## src/rtl/tdm_demux2_if.sv

```systemverilog
// Serial-in / parallel-out bundle between a TDM line source and tdm_demux2.
// master drives the serial line and frame sync; slave returns the channel words.
interface tdm_demux2_if #(
    parameter int unsigned WIDTH = 4
);
    logic             d;
    logic             sync;
    logic [WIDTH-1:0] a;
    logic [WIDTH-1:0] b;
    logic             a_valid;
    logic             b_valid;
    logic             s;
    logic             busy;
    logic             err;

    modport master (
        output d, sync,
        input  a, b, a_valid, b_valid, s, busy, err
    );

    modport slave (
        input  d, sync,
        output a, b, a_valid, b_valid, s, busy, err
    );
endinterface

```

## src/rtl/tdm_demux2.sv

```systemverilog
// Two-channel TDM demultiplexer: splits an alternating A/B serial line into two
// parallel channel words, each flagged by a one-cycle valid strobe.
module tdm_demux2 #(
    parameter int unsigned WIDTH = 4
) (
    input  logic        clk,
    input  logic        rst,
    tdm_demux2_if.slave bus
);
    localparam int unsigned CntW = (WIDTH > 1) ? $clog2(WIDTH) : 1;
    localparam logic [CntW-1:0] LastCnt = CntW'(WIDTH - 1);

    typedef enum logic [1:0] {StIdle, StChA, StChB} state_e;

    state_e           state;
    logic [CntW-1:0]  cnt;
    logic [WIDTH-1:0] shreg;
    logic [WIDTH-1:0] shift_in;
    logic [WIDTH-1:0] first_bit;

    always_comb begin
        shift_in  = (shreg << 1) | WIDTH'(bus.d);
        first_bit = WIDTH'(bus.d);
    end

    // cnt holds the number of bits already taken in the current slot.
    always_ff @(posedge clk) begin
        if (rst) begin
            state       <= StIdle;
            cnt         <= '0;
            shreg       <= '0;
            bus.a       <= '0;
            bus.b       <= '0;
            bus.a_valid <= 1'b0;
            bus.b_valid <= 1'b0;
            bus.s       <= 1'b0;
            bus.busy    <= 1'b0;
            bus.err     <= 1'b0;
        end else begin
            bus.a_valid <= 1'b0;
            bus.b_valid <= 1'b0;
            bus.err     <= 1'b0;
            if (bus.sync) begin
                // Any sync restarts the frame; only one outside IDLE is an error.
                bus.err  <= (state != StIdle);
                shreg    <= first_bit;
                bus.busy <= 1'b1;
                if (WIDTH == 1) begin
                    bus.a       <= first_bit;
                    bus.a_valid <= 1'b1;
                    cnt         <= '0;
                    state       <= StChB;
                    bus.s       <= 1'b1;
                end else begin
                    cnt   <= CntW'(1);
                    state <= StChA;
                    bus.s <= 1'b0;
                end
            end else begin
                case (state)
                    StChA: begin
                        shreg <= shift_in;
                        if (cnt == LastCnt) begin
                            bus.a       <= shift_in;
                            bus.a_valid <= 1'b1;
                            cnt         <= '0;
                            state       <= StChB;
                            bus.s       <= 1'b1;
                        end else begin
                            cnt <= cnt + 1'b1;
                        end
                    end
                    StChB: begin
                        shreg <= shift_in;
                        if (cnt == LastCnt) begin
                            bus.b       <= shift_in;
                            bus.b_valid <= 1'b1;
                            cnt         <= '0;
                            state       <= StIdle;
                            bus.s       <= 1'b0;
                            bus.busy    <= 1'b0;
                        end else begin
                            cnt <= cnt + 1'b1;
                        end
                    end
                    default: begin
                    end
                endcase
            end
        end
    end
endmodule

```

## src/flat_wrapper.sv

```systemverilog
// flat-port wrapper written by rule: the top's interface ports become plain ports
module tdm_demux2_flat 
#(
    parameter int unsigned WIDTH = 4
)
  (clk, rst, bus_d, bus_sync, bus_a, bus_b, bus_a_valid, bus_b_valid, bus_s, bus_busy, bus_err);
  tdm_demux2_if #(.WIDTH(WIDTH)) bus_i ();
  input  logic clk;
  input  logic rst;
  input wire logic [$bits(bus_i.d)-1:0] bus_d;
  input wire logic [$bits(bus_i.sync)-1:0] bus_sync;
  output wire logic [$bits(bus_i.a)-1:0] bus_a;
  output wire logic [$bits(bus_i.b)-1:0] bus_b;
  output wire logic [$bits(bus_i.a_valid)-1:0] bus_a_valid;
  output wire logic [$bits(bus_i.b_valid)-1:0] bus_b_valid;
  output wire logic [$bits(bus_i.s)-1:0] bus_s;
  output wire logic [$bits(bus_i.busy)-1:0] bus_busy;
  output wire logic [$bits(bus_i.err)-1:0] bus_err;
  assign bus_i.d = bus_d;
  assign bus_i.sync = bus_sync;
  assign bus_a = bus_i.a;
  assign bus_b = bus_i.b;
  assign bus_a_valid = bus_i.a_valid;
  assign bus_b_valid = bus_i.b_valid;
  assign bus_s = bus_i.s;
  assign bus_busy = bus_i.busy;
  assign bus_err = bus_i.err;
  tdm_demux2 #(.WIDTH(WIDTH)) u_core (.clk(clk), .rst(rst), .bus(bus_i));
endmodule
```

## config.mk

```make
export PLATFORM = sky130hd
export DESIGN_NAME = tdm_demux2_flat
export DESIGN_NICKNAME = d
export VERILOG_FILES = /design/src/rtl/tdm_demux2_if.sv /design/src/rtl/tdm_demux2.sv /design/src/flat_wrapper.sv
export SDC_FILE = /design/constraint.sdc
export NUM_CORES = 1
export LEC_CHECK = 0
export CAP_MARGIN = 25
export CORE_ASPECT_RATIO = 1.4
export CORE_MARGIN = 3
export CORE_UTILIZATION = 40
export CTS_CLUSTER_SIZE = 30
export DETAILED_ROUTE_END_ITERATION = 10
export PLACE_DENSITY = 0.76
export SLEW_MARGIN = 40
export SYNTH_ARGS = -nofsm -noshare
export SYNTH_HDL_FRONTEND = slang
export SYNTH_SLANG_ARGS = --single-unit
```

## constraint.sdc

```tcl
create_clock -name clk -period 1.4 [get_ports clk]
set_input_delay 0.28 -clock clk [delete_from_list [all_inputs] [get_ports clk]]
set_output_delay 0.28 -clock clk [all_outputs]
set_load 0.01 [all_outputs]
```

==> qor.yml <==
routing:
  drtPass1Iterations: 4
  vias: 583
  wire_per_inst_um: 11.9
  finalWirelength_um: 1410
  dr.first_iter.drc_count: 2
  viasPerCell: 4.94
  ant_nets: 0
  drc: 0
critical_path:
  reg2reg_slack_ns: 0.10
  worstSetupPathType: "flip-flop to flip-flop"
  crit_end: "u_core.bus.a[3]"
  r2r-start: "u_core.state[1]"
  critPathRequiredTime_ns: 1.60
  cp_max_fo: 5
  start_kind: "flip-flop"
  reg2reg_depth: 6
  crit_path_start: "u_core.state[1]"
  worstReg2RegEnd: "u_core.bus.a[3]"
  cp.arrival_ns: 1.50
  worstSetupEndpointType: "flip-flop"
placed_design:
  place_inst: 113
  hpwl_um: 1020
  gp_congestion: 0.682
  place_area_um2: 970
  io_buffers: 16
  dpl_worst_slack_ns: -0.0582
logic_synthesis:
  yosys-top-cells-area: "dfxtp_1, mux2i_1, ha_1, nor2_1, a21oi_1"
  ys.warnings.count: 0
  synth-edff-count: 0
  synth_cell_types: 19
  synth_top_area_share_pct: 50.3
  synth_most_common_cell: "dfxtp_1"
  synth_commonest_cells: "dfxtp_1, nor2_1, mux2i_1, a21oi_1, ha_1"
  post_synth.cell_area_avg_um2: 10.1
  dominantRegCellSynth: "dfxtp_1"
  syn_area_um2: 756
  ys_ff_latch: 19
  syn_inst: 75
  yosys.area.top_type: "dfxtp_1"
  synth_nets: 84
  synthArstFlopShare_pct: 0
  ys_seq_area_share_pct: 50.3
die:
  die_w_um: 42.7
  fp.dieArea_um2: 2450
  die_height_um: 57.4
  rows: 18
  initial_core_util_pct: 42.5
  core_area_um2: 1780
  io_pins: 17
pwr:
  p_sw_w: 0.000228
  comb_power_share_pct: 11.8
  p_clk_share_pct: 28.5
  intPower_w: 0.000718
  power.density_nw_per_um2: 942
  swShare_pct: 24.1
  ir_drop_uv: 512
  leakagePower_nw: 0.516
  finalPower_w: 0.000946
  seq_power_share_pct: 59.7
run_status:
  outcome: "completed"
clocking:
  cts_made_buffers: 3
  clk_latency_ns: 0.29
  numClockSinks: 19
  cts_tree: "yes"
  clockBufferDepth: 2
  clkSlewWorstSetupHoldPaths_ns: 0.10
  root_buffer: "clkbuf_4"
  h-tree-depth: 1
timing:
  max_slew.worst_pin.slew_ns: 0.296
  final_hold_viol_count: 0
  setup_violations: 0
  min_period_ns: 1.30
  final-max-slew-violation-count: 0
  fin_worst_skew_ns: 0.00338
  slew_headroom_pct: 80.2
  fmaxAchievable_ghz: 0.772
  period_share_pct: 92.6
  layout_setup_ws_ns: 0.104
cells_and_area:
  final_cells: 118
  finalInstanceArea_um2: 1000
  utilization_pct: 56.5
  drive_above_1_share_pct: 16.3
  nets: 108
  syn2layout_area_growth_pct: 32.9
  fillers: 168
  multi_input_area_um2: 347
  seqCellArea_um2: 385
  diodes: 0
run:
  cap_violations: 0
min_path:
  min-delay-start: "u_core.bus.b[0]"
  hold_class: "flip-flop to flip-flop"
global_route:
  grt_pass1_wl_um: 2260
  busiest_layer: "met2"
  met2_usage_pct: 19.5
  gr-total-overflow: 0
  grtUsageMet3_pct: 0
  grt_use_met1_pct: 14.6
  antenna_found_initial: 0
  grt_pass1_vias: 549
  grt_max_degree: 13
  grt_usage_pct: 11.7
-- what timing repair did --
action / in CTS / in global routing
pin swaps: 0 / 1
gates resized for setup: 13 / 3
endpoints found under the setup margin: 13 / 5
buffers inserted: 0 / 1
hold buffers: 0 / 0
-- cell type report --
type / count / share of cell area [%]
Inverter: 3 / 1.12
Clock inverter: 1 / 0.498
Multi-Input combinational cell: 49 / 34.5
Sequential cell: 19 / 38.4
Timing Repair Buffer: 23 / 20.8
Clock buffer: 3 / 2.24
Tap cell: 20 / 2.49
-- critical path: stages (launching register included) --
cell      delay, ns
dfxtp_4        0.38
inv_1          0.08
ha_1           0.23
nand3b_1       0.11
buf_4          0.16
mux2i_1        0.19
nor2_1         0.05
-- layout by cell type, fill, tap and decap left out --
master	count
a21oi_1	6
and3_2	1
buf_12	1
buf_4	6
clkbuf_4	3
clkdlybuf4s50_1	3
clkinv_2	1
dfxtp_1	17
dfxtp_2	1
dfxtp_4	1
dlygate4sd2_1	13
ha_1	4
ha_4	1
inv_1	2
inv_2	1
mux2i_1	11
nand2_1	2
nand3b_1	2
nor2_1	13
nor3_1	3
nor3b_1	1
nor4_1	1
o21ai_0	2
o21bai_1	1
or3_1	1
-- logic make-up (layout without fill, tap and decap cells) --
kind of cell / Yosys count / after routing / synth area share [%]
AO/OA/AOI/OAI: 9 / 9 / 6.29
adder cells (fa/ha/maj): 5 / 5 / 8.28
AND/OR/NAND/NOR: 24 / 24 / 15.1
buffers and inverters: 7 / 30 / 5.46
multiplexers: 11 / 11 / 14.6
flip-flops: 19 / 19 / 50.3
-- metal layers --
metal	share of wire, %	up-vias
met1	45	274
li1	-	298
met3	2.9	0
met5	0	-
met4	0	0
met2	52	11
-- power groups by stage --
| stage | combinational (W) | sequential, W | clock (W) |
|---|---|---|---|
| after global routing | 0.000122 | 0.000567 | 0.000301 |
| final | 0.000111 | 0.000565 | 0.000270 |
| after detailed placement | 0.000108 | 0.000578 | 0 |
| after global placement | 0.000106 | 0.000577 | 0 |
| after floorplan | 0.0000685 | 0.000578 | 0 |
| after CTS | 0.000105 | 0.000566 | 0.000285 |
-- how the worst min path moves through the flow --
stage / cells past startpoint / slack (ns) / end
after floorplan: 2 / 0.42 / u_core.bus.a[0]
after global placement: 2 / 0.47 / u_core.bus.busy
after detailed placement: 2 / 0.49 / u_core.bus.b[1]
after CTS: 2 / 0.51 / u_core.bus.b[1]
after global routing: 2 / 0.55 / u_core.shreg[0]
final: 2 / 0.50 / u_core.bus.b[0]
-- sequential cells by signal, indices dropped and copies added, names as in the netlist, 2 cells and up --
name,count
u_core.bus.a,4
u_core.bus.b,4
u_core.cnt,2
u_core.shreg,3
u_core.state,2
-- stage by stage --
stage / hold WS [ns] / TNS [ns]
finish: 0.500 / 0
floorplan: 0.424 / 0
detailed placement: 0.488 / -0.281
CTS: 0.510 / 0
global placement: 0.468 / -0.145
global route: 0.545 / -0.0160
Power figures use the tool's default switching activity.
